### src/rtl/ifu_pkg.sv
// Shared IFU types and constants used by the memory arbiter and its neighbours.
package ifu_pkg;

  localparam int TAG_WIDTH = 28;
  localparam logic VALID = 1'b1;

  localparam int ARB_STARVE_LIMIT   = 4;
  localparam int ARB_TIMEOUT_CYCLES = 255;

  typedef enum logic [1:0] {
    IDLE,
    ISSUE,
    WAIT
  } t_arb_state;

  typedef enum logic {
    OWN_CACHE,
    OWN_PREFETCH
  } t_arb_owner;

endpackage

### src/rtl/ifu_mem_arbiter_if.sv
// Request/response bundle between the cache, prefetcher, memory and the arbiter.
interface ifu_mem_arbiter_if #(
  parameter int TAG_WIDTH = ifu_pkg::TAG_WIDTH
);
  logic [TAG_WIDTH-1:0] c_reqTagIn;
  logic                 c_reqValidIn;
  logic                 c_reqReadyOut;
  logic [TAG_WIDTH-1:0] p_reqTagIn;
  logic                 p_reqValidIn;
  logic                 p_reqReadyOut;
  logic [TAG_WIDTH-1:0] mem_reqTagOut;
  logic                 mem_reqTagValidOut;
  logic                 mem_reqReadyIn;
  logic [TAG_WIDTH-1:0] mem_rspTagIn;
  logic                 mem_rspInsLineValidIn;
  logic                 c_rspValidOut;
  logic                 p_rspValidOut;
  logic                 busyOut;
  logic                 timeoutOut;

  modport slave (
    input  c_reqTagIn, c_reqValidIn, p_reqTagIn, p_reqValidIn,
           mem_reqReadyIn, mem_rspTagIn, mem_rspInsLineValidIn,
    output c_reqReadyOut, p_reqReadyOut, mem_reqTagOut, mem_reqTagValidOut,
           c_rspValidOut, p_rspValidOut, busyOut, timeoutOut
  );

  modport master (
    output c_reqTagIn, c_reqValidIn, p_reqTagIn, p_reqValidIn,
           mem_reqReadyIn, mem_rspTagIn, mem_rspInsLineValidIn,
    input  c_reqReadyOut, p_reqReadyOut, mem_reqTagOut, mem_reqTagValidOut,
           c_rspValidOut, p_rspValidOut, busyOut, timeoutOut
  );
endinterface

### src/rtl/ifu_mem_arbiter.sv
// Shares the single IFU memory port between cache miss fills and prefetches,
// tracking one outstanding request and routing its response to the owner.
module ifu_mem_arbiter
  import ifu_pkg::*;
#(
  parameter int TAG_WIDTH      = ifu_pkg::TAG_WIDTH,
  parameter int STARVE_LIMIT   = ARB_STARVE_LIMIT,
  parameter int TIMEOUT_CYCLES = ARB_TIMEOUT_CYCLES
) (
  input  logic              clk,
  input  logic              rst,
  ifu_mem_arbiter_if.slave  bus
);

  localparam int SW = $clog2(STARVE_LIMIT + 1);
  localparam logic [SW-1:0] STARVE_MAX = SW'(STARVE_LIMIT);
  localparam logic [7:0]    TO_LAST    = 8'(TIMEOUT_CYCLES - 1);

  t_arb_state           state;
  t_arb_owner           owner_q;
  logic [TAG_WIDTH-1:0] tag_q;
  logic [SW-1:0]        starve_cnt;
  logic [7:0]           to_cnt;
  logic                 timeout_q;

  logic grantC, grantP, promote, rspMatch;

  always_comb begin
    grantC   = 1'b0;
    grantP   = 1'b0;
    promote  = 1'b0;
    rspMatch = 1'b0;
    // Equal tags are served by one fill, so the prefetch rides along with the cache grant.
    if (!rst) begin
      unique case (state)
        IDLE: begin
          if (bus.c_reqValidIn && bus.p_reqValidIn && bus.c_reqTagIn == bus.p_reqTagIn) begin
            grantC = 1'b1;
            grantP = 1'b1;
          end else if (bus.c_reqValidIn && bus.p_reqValidIn && starve_cnt == STARVE_MAX) begin
            grantP = 1'b1;
          end else if (bus.c_reqValidIn) begin
            grantC = 1'b1;
          end else if (bus.p_reqValidIn) begin
            grantP = 1'b1;
          end
        end
        ISSUE, WAIT: begin
          promote = owner_q == OWN_PREFETCH && bus.c_reqValidIn && bus.c_reqTagIn == tag_q;
        end
        default: ;
      endcase
    end
    rspMatch = state == WAIT && bus.mem_rspInsLineValidIn && bus.mem_rspTagIn == tag_q;
  end

  assign bus.c_reqReadyOut      = grantC | promote;
  assign bus.p_reqReadyOut      = grantP;
  assign bus.mem_reqTagValidOut = state == ISSUE;
  assign bus.mem_reqTagOut      = (state == ISSUE) ? tag_q : '0;
  assign bus.c_rspValidOut      = rspMatch && (owner_q == OWN_CACHE || promote);
  assign bus.p_rspValidOut      = rspMatch && owner_q == OWN_PREFETCH && !promote;
  assign bus.busyOut            = state != IDLE;
  assign bus.timeoutOut         = timeout_q;

  always_ff @(posedge clk or posedge rst) begin
    if (rst) begin
      state      <= IDLE;
      owner_q    <= OWN_CACHE;
      tag_q      <= '0;
      starve_cnt <= '0;
      to_cnt     <= '0;
      timeout_q  <= 1'b0;
    end else begin
      unique case (state)
        IDLE: begin
          if (grantC || grantP) begin
            tag_q   <= grantC ? bus.c_reqTagIn : bus.p_reqTagIn;
            owner_q <= grantC ? OWN_CACHE : OWN_PREFETCH;
            state   <= ISSUE;
            if (grantP)
              starve_cnt <= '0;
            else if (bus.p_reqValidIn && starve_cnt != STARVE_MAX)
              starve_cnt <= starve_cnt + SW'(1);
          end
        end
        ISSUE: begin
          if (promote) owner_q <= OWN_CACHE;
          if (bus.mem_reqReadyIn) begin
            state  <= WAIT;
            to_cnt <= '0;
          end
        end
        WAIT: begin
          if (promote) owner_q <= OWN_CACHE;
          if (rspMatch) begin
            state <= IDLE;
          end else if (to_cnt == TO_LAST) begin
            state     <= IDLE;
            timeout_q <= 1'b1;
          end else begin
            to_cnt <= to_cnt + 8'd1;
          end
        end
        default: state <= IDLE;
      endcase
    end
  end

endmodule
### src/flat_wrapper.sv
// flat-port wrapper written by rule: the top's interface ports become plain ports
module ifu_mem_arbiter_flat import ifu_pkg::*;
#(
  parameter int TAG_WIDTH      = ifu_pkg::TAG_WIDTH,
  parameter int STARVE_LIMIT   = ARB_STARVE_LIMIT,
  parameter int TIMEOUT_CYCLES = ARB_TIMEOUT_CYCLES
)
  (clk, rst, bus_c_reqTagIn, bus_c_reqValidIn, bus_p_reqTagIn, bus_p_reqValidIn, bus_mem_reqReadyIn, bus_mem_rspTagIn, bus_mem_rspInsLineValidIn, bus_c_reqReadyOut, bus_p_reqReadyOut, bus_mem_reqTagOut, bus_mem_reqTagValidOut, bus_c_rspValidOut, bus_p_rspValidOut, bus_busyOut, bus_timeoutOut);
  ifu_mem_arbiter_if #(.TAG_WIDTH(TAG_WIDTH)) bus_i ();
  input  logic clk;
  input  logic rst;
  input wire logic [$bits(bus_i.c_reqTagIn)-1:0] bus_c_reqTagIn;
  input wire logic [$bits(bus_i.c_reqValidIn)-1:0] bus_c_reqValidIn;
  input wire logic [$bits(bus_i.p_reqTagIn)-1:0] bus_p_reqTagIn;
  input wire logic [$bits(bus_i.p_reqValidIn)-1:0] bus_p_reqValidIn;
  input wire logic [$bits(bus_i.mem_reqReadyIn)-1:0] bus_mem_reqReadyIn;
  input wire logic [$bits(bus_i.mem_rspTagIn)-1:0] bus_mem_rspTagIn;
  input wire logic [$bits(bus_i.mem_rspInsLineValidIn)-1:0] bus_mem_rspInsLineValidIn;
  output wire logic [$bits(bus_i.c_reqReadyOut)-1:0] bus_c_reqReadyOut;
  output wire logic [$bits(bus_i.p_reqReadyOut)-1:0] bus_p_reqReadyOut;
  output wire logic [$bits(bus_i.mem_reqTagOut)-1:0] bus_mem_reqTagOut;
  output wire logic [$bits(bus_i.mem_reqTagValidOut)-1:0] bus_mem_reqTagValidOut;
  output wire logic [$bits(bus_i.c_rspValidOut)-1:0] bus_c_rspValidOut;
  output wire logic [$bits(bus_i.p_rspValidOut)-1:0] bus_p_rspValidOut;
  output wire logic [$bits(bus_i.busyOut)-1:0] bus_busyOut;
  output wire logic [$bits(bus_i.timeoutOut)-1:0] bus_timeoutOut;
  assign bus_i.c_reqTagIn = bus_c_reqTagIn;
  assign bus_i.c_reqValidIn = bus_c_reqValidIn;
  assign bus_i.p_reqTagIn = bus_p_reqTagIn;
  assign bus_i.p_reqValidIn = bus_p_reqValidIn;
  assign bus_i.mem_reqReadyIn = bus_mem_reqReadyIn;
  assign bus_i.mem_rspTagIn = bus_mem_rspTagIn;
  assign bus_i.mem_rspInsLineValidIn = bus_mem_rspInsLineValidIn;
  assign bus_c_reqReadyOut = bus_i.c_reqReadyOut;
  assign bus_p_reqReadyOut = bus_i.p_reqReadyOut;
  assign bus_mem_reqTagOut = bus_i.mem_reqTagOut;
  assign bus_mem_reqTagValidOut = bus_i.mem_reqTagValidOut;
  assign bus_c_rspValidOut = bus_i.c_rspValidOut;
  assign bus_p_rspValidOut = bus_i.p_rspValidOut;
  assign bus_busyOut = bus_i.busyOut;
  assign bus_timeoutOut = bus_i.timeoutOut;
  ifu_mem_arbiter #(.TAG_WIDTH(TAG_WIDTH), .STARVE_LIMIT(STARVE_LIMIT), .TIMEOUT_CYCLES(TIMEOUT_CYCLES)) u_core (.clk(clk), .rst(rst), .bus(bus_i));
endmodule
### config.mk
export PLATFORM = sky130hd
export DESIGN_NAME = ifu_mem_arbiter_flat
export DESIGN_NICKNAME = d
export VERILOG_FILES = /design/src/rtl/ifu_pkg.sv /design/src/rtl/ifu_mem_arbiter_if.sv /design/src/rtl/ifu_mem_arbiter.sv /design/src/flat_wrapper.sv
export SDC_FILE = /design/constraint.sdc
export NUM_CORES = 1
export LEC_CHECK = 0
export BUFFER_PORTS_ARGS = -buffer_cell sky130_fd_sc_hd__clkbuf_2
export CORE_ASPECT_RATIO = 1.5
export CORE_MARGIN = 3
export CORE_UTILIZATION = 45
export CTS_CLUSTER_DIAMETER = 60
export DETAILED_ROUTE_END_ITERATION = 16
export PLACE_DENSITY = 0.73
export SETUP_SLACK_MARGIN = 0.4
export SLEW_MARGIN = 20
export SYNTH_ARGS = -nofsm -noshare
export SYNTH_HDL_FRONTEND = slang
export SYNTH_SLANG_ARGS = --single-unit
### constraint.sdc
create_clock -name clk -period 2.9 [get_ports clk]
set_input_delay 0.29 -clock clk [delete_from_list [all_inputs] [get_ports clk]]
set_output_delay 0.29 -clock clk [all_outputs]
set_load 0.005 [all_outputs]
# After elaboration in Yosys (flattened, before gate mapping)

Cells that the tools add are included.

Mux-type cells: 30
$add $sub $neg: 2
Reductions and logical operators: 26
Bitwise operators: 3
Equality and inequality tests: 14

Operator list:

| kind                                           | number |
|---|---|
| == test 28 bit                                 | 3 |
| two-way mux 28 bit                             | 2 |
| two-way mux 8 bit                              | 3 |
| two-way mux 1 bit                              | 16 |
| case mux 8 bit (2 select lines)                | 1 |
| AND reduction 3 bit                            | 4 |
| logical AND 1 bit                              | 11 |
| adder 8 x 1 -> 8 bit (second input constant)   | 1 |
| == test 8 bit (second input constant)          | 1 |
| two-way mux 2 bit                              | 4 |
| nonzero test 2 bit                             | 4 |
| two-way mux 3 bit                              | 2 |
| != test 2 bit (second input constant)          | 3 |
| case mux 2 bit (3 select lines)                | 1 |
| != test 2 x 1 -> 1 bit (second input constant) | 2 |
| AND reduction 4 bit                            | 1 |
| adder 3 x 1 -> 3 bit (second input constant)   | 1 |
| == test 3 bit (second input constant)          | 1 |
| != test 3 x 2 -> 1 bit (second input constant) | 1 |
| != test 3 bit (second input constant)          | 1 |
| == test 2 x 1 -> 1 bit (second input constant) | 1 |
| == test 2 bit (second input constant)          | 1 |
| zero test 2 bit                                | 1 |
| logical OR 1 bit                               | 2 |
| 6 further kinds                                | 7 |

Register bits after elaboration: 43
Output and inout port bits: 35
Logic and storage cells: 81

# Depth between registers and ports, before layout

Gate-level depths: netlist (run 1).

Depth after elaboration: 9
Mapped depth: 9
Gate-level depth less buffers: 8

# Worst setup path before layout (run 1)

Ideal clock, no wire load.

Kind: input-to-output
Start point: input rst
End point: output bus_c_reqReadyOut
Cell stages on the path: 5
Path slack: 0.791 ns
Data arrival time: 1.819 ns
Cell sequence: inv_1 nand2_1 a21o_1 buf_6 nand2_1

Cells in the longest elaborated chain, start to end: 2
Elaborated cells between the ends (all ways): 3
Classes of those cells: 2 x mux; 1 x bitwise

RTL lines:

| element            | RTL line              | RTL |
|---|---|---|
| from (decl)        | flat_wrapper.sv:11    | `input logic rst;` |
| two-way mux 1 bit  | ifu_mem_arbiter.sv:34 | `if (!rst) begin` |
| bitwise OR 1 bit * | ifu_mem_arbiter.sv:57 | `assign bus.c_reqReadyOut = grantC \| promote;` |
| to (decl)          | flat_wrapper.sv:19    | `output wire logic [$bits(bus_i.c_reqReadyOut)-1:0] bus_c_reqReadyOut;` |

Every way passes the cells marked *; elsewhere a longest branch is shown, timed or not.

# Worst setup path in the final report (run 1)

Start point: register u_core.tag_q[24]
End point: output bus_c_rspValidOut

Cells in the longest elaborated chain, start to end: 6
Elaborated cells between the ends (all ways): 8
Classes of those cells: 2 x eq/ne; 2 x mux; 4 x reduce/logical

RTL lines:

| element                | RTL line              | RTL |
|---|---|---|
| from (decl)            | ifu_mem_arbiter.sv:21 | `logic [TAG_WIDTH-1:0] tag_q;` |
| from (signal assigned) | ifu_mem_arbiter.sv:78 | `tag_q <= grantC ? bus.c_reqTagIn : bus.p_reqTagIn;` |
| == test 28 bit         | ifu_mem_arbiter.sv:49 | `promote = owner_q == OWN_PREFETCH && bus.c_reqValidIn && bus.c_reqTagIn == tag_q;` |
| logical AND 1 bit      | ifu_mem_arbiter.sv:49 |  |
| two-way mux 1 bit      | ifu_mem_arbiter.sv:35 | `unique case (state)` |
| two-way mux 1 bit      | ifu_mem_arbiter.sv:34 |  |
| logical OR 1 bit       | ifu_mem_arbiter.sv:61 | `assign bus.c_rspValidOut = rspMatch && (owner_q == OWN_CACHE \|\| promote);` |
| logical AND 1 bit *    | ifu_mem_arbiter.sv:61 |  |
| to (decl)              | flat_wrapper.sv:23    | `output wire logic [$bits(bus_i.c_rspValidOut)-1:0] bus_c_rspValidOut;` |

Marks and branches as above.

==> summary.md, run 1 <==
| Metric | Value |
|---|---|
| Clk buf depth | 2 |
| H-tree depth | 2 |
| Max Fclk | 412.4 MHz |
| Vias | 3600 |
| Yosys reg bits | 43 |
| Vias in the first global route | 3486 |
| Final HPWL DP | 8620 microns |
| RSZ-0062 raised after global routing | true |
| Pin count of the biggest net entering global routing | 32 |
| Slew Viols, Final | 0 |
| RePlAce Congestion | 0.8970 |
| Ports | 125 |
| CP Data Arrival Time | 2.14 ns |
| Die area | 8916 sq um |
| Fin cells | 615 |
| Setup TNS | 0 ns |
| Hold_buf cts | 0 |
| Final min period | 2.425 ns |
| Count leader, synth | xor2_1 |
| Starting DRT DRC Count | 268 |
| Drt pass-1 iters | 5 |
| Clock Power Share | 0.102 |
| Most used DFF post-synth | dfrtp_1 |
| Crit path capture type | output port |
| Pin slew with the least headroom to its limit | 0.6542 ns |
| Internal | 2.012 mW |
| Initial Util | 0.4732 |
| Yosys warns | 0 |
| CTS tree | done |
| Relative slew slack | 0.5639 |
| Pwr dens | 803.9 nW/um^2 |
| Die H | 114.2 microns |
| Number of synthesized flops with an enable pin | 0 |
| CTS sink count | 43 |
| Mapped Area | 3510 sq um |
| Leakage | 2.021 nW |
| Mapped Nets | 488 |
| Area Growth Syn to Fin | 25.95% |
| Final wirelength | 11310 microns |
| Hold_ws | 0.1222 ns |
| Psw | 1.541 mW |
| Nets | 615 |
| Power Total | 3.553 mW |
| Placed cell count | 604 |
| Routed length per placed instance | 18.39 microns |
| Core area | 7417 sq um |
| Yosys top cell area share | 0.3066 |
| RR Startpoint | u_core.state[1]$_DFFE_PP0P_ |
| Cts bufs inserted | 5 |
| Reg area | 1077 sq um |
| Avg Cell Area, Syn | 9.022 sq um |
| # port buffers | 124 |
| Post-synthesis sequential area ratio | 0.3066 |
| Kind of critical path | register to output port |
| Post-synth ARST share | 1.000 |
| Final setup fails | 0 |
| Global-route wire length before repair | 17620 microns |
| DR vias/cell | 5.854 |
| Outcome | completed |
| Final Cycle Share | 0.8362 |
| Worst-Skew Late Latency | 0.30 ns |
| Worst VDD drop | 0.3387 mV |
| CP max FO | 5 |
| Top post-synthesis cells by area | dfrtp_1 31%, xor2_1 14%, o221a_1 9.0% |
| Residual DRC count | 0 |
| Initial antenna violation count | 0 |
| Synth cell count leaders | 57 x xor2_1, 43 x dfrtp_1, 41 x nand2_1 |
| HP Class | input port to asynchronous set/reset pin |
| Worst-path clk slew | 0.08 ns |
| Layout Utilization | 0.5960 |
| Worst Path Required | 2.61 ns |
| Die X | 78.11 microns |
| Row count | 38 |
| Sw Share | 0.4338 |
| Combinational fraction of design power | 0.535 |
| Grt ovf | 0 |
| Final hold violation count | 0 |
| Root buffer cell | clkbuf_8 |
| Diodes inserted | 0 |
| Share of cells above drive strength 1 | 0.3204 |
| Clock Skew | 0.004728 ns |
| Yosys top cell by area | dfrtp_1 |
| Max-cap violations | 0 |
| Post-route ant nets | 0 |
| Synth cell types | 41 |
| Post-synthesis instance total | 389 |
| Gr usage total | 0.2508 |
| Setup crit start | u_core.tag_q[24]$_DFFE_PP0P_ |
| Worst Setup Start Kind | register |
| Area of the multi-input gates | 2367 sq um |
| Fillcell total | 684 |
| Register share of total power | 0.363 |
-- power groups by stage --
stage	clock network (mW)	registers (mW)	logic, mW
global placement	0	1.27	1.75
finish	0.364	1.29	1.90
CTS	0.366	1.28	1.82
global route	0.385	1.33	2.10
floorplan	0	1.16	1.27
detailed placement	0	1.29	1.80
-- layout by cell type, fill, tap and decap left out, drive strengths merged, types with 11 or more instances in the layout --
| cell type | count |
|---|---|
| clkbuf | 130 |
| xor2 | 57 |
| dfrtp | 43 |
| nand2 | 41 |
| and2 | 29 |
| o22ai | 28 |
| o221a | 28 |
| xnor2 | 28 |
| buf | 16 |
| nor4 | 14 |
| nand4 | 11 |
-- sequential cells by signal (all words and copies together) (netlist names) --
name	count
u_core.bus.timeoutOut	1
u_core.to_cnt	8
u_core.tag_q	28
u_core.starve_cnt	3
u_core.state	2
u_core.owner_q	1
-- cell families after synthesis --
logic type,synth area share
AND/OR/NAND/NOR,0.2018
AO/OA/AOI/OAI,0.1993
XOR/XNOR,0.2121
flip-flops,0.3066
buffers and inverters,0.03886
adder cells (fa/ha/maj),0.03209
multiplexers,0.009269
-- what timing repair did --
item                       4_1_cts  5_1_grt
pin swaps                        0        7
setup buffers                    0        5
cloned                           0        0
setup endpoints to repair        4        3
gates resized for setup          3       11
-- worst max-delay path, cell delays in order, from the launching register on --
cell and delay (ns):
dfrtp_1 0.46, xor2_1 0.19, nor4_1 0.37, nand4_1 0.29, nor2_4 0.21, inv_1 0.08
a21oi_2 0.11, clkbuf_2 0.12
-- metal layers --
layer  part of all wire  vias to the layer above  track usage
li1                   -                     1676            -
met1               0.37                     1700       0.3004
met2               0.51                      191       0.4331
met3              0.069                       33      0.03228
met4              0.050                        0       0.1365
met5                  0                        -            0
-- through the flow --
stage / area (sq um) / worst slack, ns
global placement: 4242 / 0.3743
detailed placement: 4242 / 0.3178
floorplan: 3510 / 0.7911
CTS: 4329 / 0.3788
global route: 4420 / 0.3691
finish: 4420 / 0.4750
-- layout make-up --
| class | instances | share of cell area |
|---|---|---|
| inverters | 10 | 0.008491 |
| multi-input cells | 316 | 0.5355 |
| clock buffers | 6 | 0.01642 |
| well taps | 100 | 0.02830 |
| flip-flops and latches | 43 | 0.2437 |
| repair buffers | 140 | 0.1676 |
-- path summary, 6_finish.rpt --
kind | end | slack, ns | depth (start not counted)
worst max-delay path | bus_c_rspValidOut | 0.47 | 7
worst min-delay path | u_core.tag_q[12]$_DFFE_PP0P_ | 0.12 | 3
worst max register to register | u_core.to_cnt[6]$_DFFE_PP0P_ | 0.58 | 8
worst min register to register | u_core.bus.timeoutOut$_DFFE_PP0P_ | 0.49 | 1
max in group asynchronous | u_core.tag_q[8]$_DFFE_PP0P_ | 2.44 | 3
min in group clk | u_core.tag_q[11]$_DFFE_PP0P_ | 0.31 | 2
Power figures use the tool's default switching activity.
==> inputs of run 2 (changes only) <==
clock period = 2.3 ns   (was 2.9 ns; I/O delays follow)
==> summary.md, run 2 (synthesis gave the netlist of run 1 again) <==
| Metric | Value |
|---|---|
| Failing checks | setup timing |
| Max FFs per register | 28 (unchanged) |
| Grt ovf | 0 (unchanged) |
| Worst path buffer plus inverter count | 4 (was 2) |
| Worst Slack Setup Final | -0.07887 ns (was 0.4750 ns) |
| Most common cell on crit path | buf_4 |
| CTS tree | done (unchanged) |
| Critical R2R Capture | u_core.state[0]$_DFFE_PP0P_ (was u_core.to_cnt[6]$_DFFE_PP0P_) |
| Kind of critical path | register to output port (unchanged) |
| Worst path top cell family by delay | simple AND/OR/NAND/NOR gates (unchanged) |
| Hold_ws | 0.1447 ns (was 0.1222 ns) |
| Fin cells | 668 (was 615) |
| Critical path cell sequence | xor2_1, nor4_2, buf_4, nand4_1, nor2_1, buf_4, inv_2, a21oi_1, buf_2 (was xor2_1, nor4_1, nand4_1, nor2_4, inv_1, a21oi_2, clkbuf_2) |
| Leakage | 2.437 nW (was 2.021 nW) |
| Met1 Use GR | 0.3275 (was 0.3004) |
| Residual DRC count | 0 (unchanged) |
| Share of cells above drive strength 1 | 0.4577 (was 0.3204) |
| Global-route wire length before repair | 19800 microns (was 17620 microns) |
| Slew Viols, Final | 0 (unchanged) |
| Outcome | finished, violations left (was completed) |
| Gr usage total | 0.2827 (was 0.2508) |
| Row count | 38 (unchanged) |
| DR vias/cell | 5.997 (was 5.854) |
| Initial antenna violation count | 0 (unchanged) |
| RePlAce Congestion | 0.9152 (was 0.8970) |
| Biggest register | u_core.tag_q (unchanged) |
| Final min period | 2.379 ns |
| Ports | 125 (unchanged) |
| RSZ-0062 raised after global routing | true (unchanged) |
| Die X | 78.11 microns (unchanged) |
| Core area | 7417 sq um (unchanged) |
| Placed cell count | 630 (was 604) |
| Diodes inserted | 0 (unchanged) |
| HP Class | input port to asynchronous set/reset pin (unchanged) |
| Worst Setup Start Kind | register (unchanged) |
| Most frequent cells in the layout | 109 x clkbuf_2, 53 x xor2_1, 44 x buf_4 (was 124 x clkbuf_2, 57 x xor2_1, 42 x dfrtp_1) |
| Worst Path Required | 2.07 ns (was 2.61 ns) |
| Worst-Skew Late Latency | 0.31 ns (was 0.30 ns) |
| Top Registers | u_core.tag_q: 28 flops, u_core.to_cnt: 8 flops, u_core.starve_cnt: 3 flops (unchanged) |
| Worst-path clk slew | 0.09 ns (was 0.08 ns) |
| Die H | 114.2 microns (unchanged) |
| Pwr dens | 1067 nW/um^2 (was 803.9 nW/um^2) |
| Power Total | 5.651 mW (was 3.553 mW) |
| Crit path capture type | output port (unchanged) |
| Met3 usage | 0.04409 (was 0.03228) |
| Final wirelength | 13680 microns (was 11310 microns) |
| Flop2flop setup slack | -0.02 ns (was 0.58 ns) |
| Global-route met2 utilization | 0.4966 (was 0.4331) |
| Clock Skew | 0.007992 ns (was 0.004728 ns) |
| Pin count of the biggest net entering global routing | 30 (was 32) |
| Relative slew slack | 0.5387 (was 0.5639) |
| Max-cap violations | 0 (unchanged) |
| CP Data Arrival Time | 2.15 ns (was 2.14 ns) |
| Worst VDD drop | 0.5167 mV (was 0.3387 mV) |
| Most common cell after layout, fill and taps aside | clkbuf_2 (unchanged) |
| Busiest grt layer | met2 (unchanged) |
| Setup TNS | -0.2173 ns (was 0 ns) |
| # port buffers | 124 (unchanged) |
| Root buffer cell | clkbuf_8 (unchanged) |
| Final hold violation count | 0 (unchanged) |
| Drt pass-1 iters | 5 (unchanged) |
| Vias in the first global route | 3942 (was 3486) |
| Final setup fails | 5 (was 0) |
| Post-route ant nets | 0 (unchanged) |
| Max Fclk | 420.4 MHz |
| Pin slew with the least headroom to its limit | 0.6897 ns (was 0.6542 ns) |
| RR Startpoint | u_core.tag_q[2]$_DFFE_PP0P_ (was u_core.state[1]$_DFFE_PP0P_) |
| Final Cycle Share | 1.034 |
| Routed length per placed instance | 20.48 microns (was 18.39 microns) |
| CTS sink count | 43 (unchanged) |
| Clk buf depth | 2 (unchanged) |
| Cells on worst reg2reg path | 9 (was 8) |
| H-tree depth | 2 (unchanged) |
| Die area | 8916 sq um (unchanged) |
| Final HPWL DP | 9125 microns (was 8620 microns) |
| Vias | 4006 (was 3600) |
| Starting DRT DRC Count | 383 (was 268) |
| Area Growth Syn to Fin | 50.94% (was 25.95%) |
| Slowest cell on crit path | dfrtp_1 (unchanged) |
| Largest stage delay on the critical path | 0.42 ns (was 0.46 ns) |
| Initial Util | 0.4732 (unchanged) |
| CP max FO | 3 (was 5) |
| Cts bufs inserted | 5 (unchanged) |
| Nets | 666 (was 615) |
run 2: cell count changes in the layout (fill, tap and decap cells not counted), moves of 6 or more:
cell / delta
and2_1: -7
and2_4: +7
buf_2: +11
buf_4: +28
buf_6: +13
buf_8: +6
clkbuf_2: -15
run 2: how the worst max path moves through the flow:
stage / startpoint / end / slack (ns) / cells past startpoint
floorplan: bus_p_reqTagIn[18] / u_core.tag_q[16]$_DFFE_PP0P_ / 0.31 / 8
global placement: bus_p_reqTagIn[18] / u_core.owner_q$_DFFE_PP0P_ / -0.13 / 9
detailed placement: bus_p_reqTagIn[25] / u_core.tag_q[15]$_DFFE_PP0P_ / -0.13 / 9
CTS: u_core.tag_q[15]$_DFFE_PP0P_ / bus_c_rspValidOut / 0.01 / 9
global route: u_core.tag_q[0]$_DFFE_PP0P_ / bus_p_rspValidOut / -0.12 / 7
finish: u_core.tag_q[2]$_DFFE_PP0P_ / bus_c_rspValidOut / -0.08 / 9
run 2: power breakdown:
group / leakage (nW) / switching [mW] / total, mW / internal [mW]
registers: 0.526 / 0.488 / 1.58 / 1.09
clock network: 0.0581 / 0.293 / 0.617 / 0.324
logic: 1.85 / 1.61 / 3.46 / 1.85
total: 2.44 / 2.39 / 5.65 / 3.26
run 2: metrics by stage:
stage	area (sq um)	utilization	setup WS, ns
after floorplan	3531	-	0.3137
after global placement	4471	0.6027	-0.1258
after detailed placement	4471	0.6027	-0.1309
after CTS	4956	0.6682	0.01413
after global routing	5298	0.7142	-0.1225
final	5298	0.7142	-0.07887
run 2: layer usage:
layer	vias to the layer above	part of all wire	wire, microns
met5	-	0	0
met4	0	0.053	725
met3	58	0.076	1038
met2	243	0.51	7012
met1	1922	0.36	4906
li1	1783	-	-
run 2: layout make-up:
class,count,area [sq um]
clock inverter,3,43.79
fill,551,2120
inverter,10,41.29
timing repair buffer,191,1343
sequential,43,1084
tap,100,125.1
multi-input combinational,316,2592
clock buffer,5,68.82
run 2: worst register-to-register path, cell delays in order, from the launching register on:
cell and delay, ns:
dfrtp_1 0.42, xor2_1 0.16, nor4_2 0.37, buf_4 0.17, nand4_1 0.15, nor2_1 0.16, buf_4 0.15, buf_4 0.12
o31a_1 0.19, mux2_4 0.32
run 2: what timing repair did:
item	4_1_cts	5_1_grt
hold buffers	1	0
setup buffers	16	8
endpoints found under the setup margin	50	75
pin swaps	25	21
hold endpoints to repair	14	0
gates cloned	2	3
resized for setup	41	64
==> inputs of run 3 (changes only) <==
CORE_ASPECT_RATIO = not set   (was 1.5)
==> summary.md, run 3 (synthesis gave the netlist of run 1 again) <==
| Metric | Value |
|---|---|
| Cts bufs inserted | 5 (unchanged) |
| Placed cell count | 622 (was 630) |
| Setup TNS | -0.3310 ns (was -0.2173 ns) |
| Setup crit start | u_core.state[0]$_DFFE_PP0P_ (was u_core.tag_q[2]$_DFFE_PP0P_) |
| Drt pass-1 iters | 5 (unchanged) |
| Layout Utilization | 0.6948 (was 0.7142) |
| Worst-Skew Late Latency | 0.31 ns (about the same) |
| Slew Viols, Final | 0 (unchanged) |
| # port buffers | 124 (unchanged) |
| Pin count of the biggest net entering global routing | 30 (unchanged) |
| Clock Skew | 0.009054 ns (was 0.007992 ns) |
| Pre-CTS setup slack | -0.03320 ns (was -0.1309 ns) |
| Combinational fraction of design power | 0.593 (was 0.612) |
| Clock Power Share | 0.118 (was 0.109) |
| Pwr dens | 1053 nW/um^2 (was 1067 nW/um^2) |
| Crit path capture type | output port (unchanged) |
| Max FFs per register | 28 (unchanged) |
| Pin slew with the least headroom to its limit | 0.4558 ns (was 0.6897 ns) |
| CP max FO | 4 (was 3) |
| Vias | 3892 (was 4006) |
| Worst-path clk slew | 0.09 ns (about the same) |
| Hold_buf cts | 0 (was 1) |
| Relative slew slack | 0.6933 (was 0.5387) |
| Die H | 94.31 microns (was 114.2 microns) |
| Top Registers | u_core.tag_q: 28 flops, u_core.to_cnt: 8 flops, u_core.starve_cnt: 3 flops (unchanged) |
| Grt ovf | 0 (unchanged) |
| CTS tree | done (unchanged) |
| Worst Slack Setup Final | -0.1447 ns (was -0.07887 ns) |
| Ports | 125 (unchanged) |
| Row count | 31 (was 38) |
| Slowest cell on crit path | dfrtp_1 (unchanged) |
| Initial Util | 0.4737 (was 0.4732) |
| Starting DRT DRC Count | 423 (was 383) |
| Outcome | finished, violations left (unchanged) |
| Residual DRC count | 0 (unchanged) |
| CTS sink count | 43 (unchanged) |
| Final wirelength | 12520 microns (was 13680 microns) |
| Kind of critical path | register to output port (unchanged) |
| CP Data Arrival Time | 2.21 ns (was 2.15 ns) |
| Psw | 2.244 mW (was 2.389 mW) |
| RSZ-0062 raised after global routing | true (unchanged) |
| Global-route wire length before repair | 19350 microns (was 19800 microns) |
| Most common cell on crit path | nand4_1 (was buf_4) |
| Clk buf depth | 2 (unchanged) |
| Most frequent cells in the layout | 117 x clkbuf_2, 52 x xor2_1, 46 x buf_4 (was 109 x clkbuf_2, 53 x xor2_1, 44 x buf_4) |
| Worst Setup Start Kind | register (unchanged) |
| Largest stage delay on the critical path | 0.40 ns (was 0.42 ns) |
| Reg area | 1087 sq um (was 1084 sq um) |
| Cells on worst reg2reg path | 9 (unchanged) |
| Gr usage total | 0.2815 (was 0.2827) |
| Die area | 8894 sq um (was 8916 sq um) |
| Post-Place Cell Area | 4404 sq um (was 4471 sq um) |
| Worst path top cell family by delay | simple AND/OR/NAND/NOR gates (unchanged) |
| Max-cap violations | 0 (unchanged) |
| HP Class | input port to asynchronous set/reset pin (unchanged) |
| Worst VDD drop | 0.4497 mV (was 0.5167 mV) |
| Routed length per placed instance | 19.03 microns (was 20.48 microns) |
| Critical path cell sequence | inv_2, ha_4, and4b_1, nand4_1, nor3_1, nand4_1, and3_1, clkbuf_2 (was xor2_1, nor4_2, buf_4, nand4_1, nor2_1, buf_4, inv_2, a21oi_1, buf_2) |
| Final hold violation count | 0 (unchanged) |
| Root buffer cell | clkbuf_8 (unchanged) |
| RR Startpoint | u_core.state[0]$_DFFE_PP0P_ (was u_core.tag_q[2]$_DFFE_PP0P_) |
| Final Cycle Share | 1.063 (was 1.034) |
| Final min period | 2.445 ns (was 2.379 ns) |
| Fin cells | 658 (was 668) |
| Initial antenna violation count | 0 (unchanged) |
| Biggest register | u_core.tag_q (unchanged) |
| Nets | 657 (was 666) |
| Diodes inserted | 0 (unchanged) |
| Register share of total power | 0.289 (was 0.279) |
| H-tree depth | 2 (unchanged) |
| Max Fclk | 409.0 MHz (was 420.4 MHz) |
| DR vias/cell | 5.915 (was 5.997) |
| Worst path buffer plus inverter count | 2 (was 4) |
| Leakage | 2.326 nW (was 2.437 nW) |
| Final Instance Area | 5147 sq um (was 5298 sq um) |
| Most common cell after layout, fill and taps aside | clkbuf_2 (unchanged) |
| Worst path depth | 8 (was 9) |
| Die X | 94.31 microns (was 78.11 microns) |
| Worst Path Required | 2.07 ns (about the same) |
| Hold_ws | 0.09162 ns (was 0.1447 ns) |
| Fillcell total | 549 (was 551) |
| Area of the multi-input gates | 2631 sq um (was 2592 sq um) |
| Share of cells above drive strength 1 | 0.4526 (was 0.4577) |
| Internal | 3.177 mW (was 3.262 mW) |
| RePlAce Congestion | 0.9266 (was 0.9152) |
| Sw Share | 0.4139 (was 0.4228) |
| Core area | 7408 sq um (was 7417 sq um) |
| Final setup fails | 3 (was 5) |
| Power Total | 5.422 mW (was 5.651 mW) |
| Vias in the first global route | 3804 (was 3942) |
| Post-route ant nets | 0 (unchanged) |
| Failing checks | setup timing (unchanged) |
| Area Growth Syn to Fin | 46.67% (was 50.94%) |
| Final HPWL DP | 8929 microns (was 9125 microns) |
==> run 3: final cells by class <==
cell class | instances | share of cell area
Clock buffer | 6 | 0.01604
Clock inverter | 2 | 0.006806
Inverter | 10 | 0.008021
Multi-Input combinational cell | 316 | 0.5112
Sequential cell | 43 | 0.2112
Tap cell | 99 | 0.02406
Timing Repair Buffer | 182 | 0.2227
==> run 3: per-layer routing <==
layer / part of all wire / vias to the layer above / GRT usage
li1: - / 1755 / -
met1: 0.38 / 1845 / 0.3702
met2: 0.48 / 255 / 0.4628
met3: 0.11 / 37 / 0.05609
met4: 0.025 / 0 / 0.09507
met5: 0 / - / 0
==> run 3: final timing paths <==
kind / endpoint / slack (ns)
max reg2reg: u_core.owner_q$_DFFE_PP0P_ / 0.09
max: bus_p_rspValidOut / -0.14
max in group asynchronous: u_core.to_cnt[0]$_DFFE_PP0P_ / 1.94
min reg2reg: u_core.bus.timeoutOut$_DFFE_PP0P_ / 0.50
min: u_core.tag_q[16]$_DFFE_PP0P_ / 0.09
min in group clk: u_core.tag_q[5]$_DFFE_PP0P_ / 0.25
==> run 3: power groups by stage <==
stage | Sequential, mW | Combinational (mW) | Clock [mW]
2_1_floorplan | 1.46 | 1.61 | 0
3_3_place_gp | 1.53 | 2.40 | 0
3_5_place_dp | 1.55 | 2.46 | 0
4_1_cts | 1.52 | 2.99 | 0.637
5_1_grt | 1.61 | 3.47 | 0.672
6_report | 1.56 | 3.22 | 0.640
==> run 3: what timing repair did <==
item / 4_1_cts / 5_1_grt
pin swaps: 35 / 27
resized for setup: 54 / 39
gates cloned: 0 / 0
setup endpoints to repair: 71 / 72
setup buffers: 24 / 4
==> run 3: worst min-delay path, delay by kind of cell <==
kind | cells | cell delay [ns]
buf+inv | 3 | 0.57
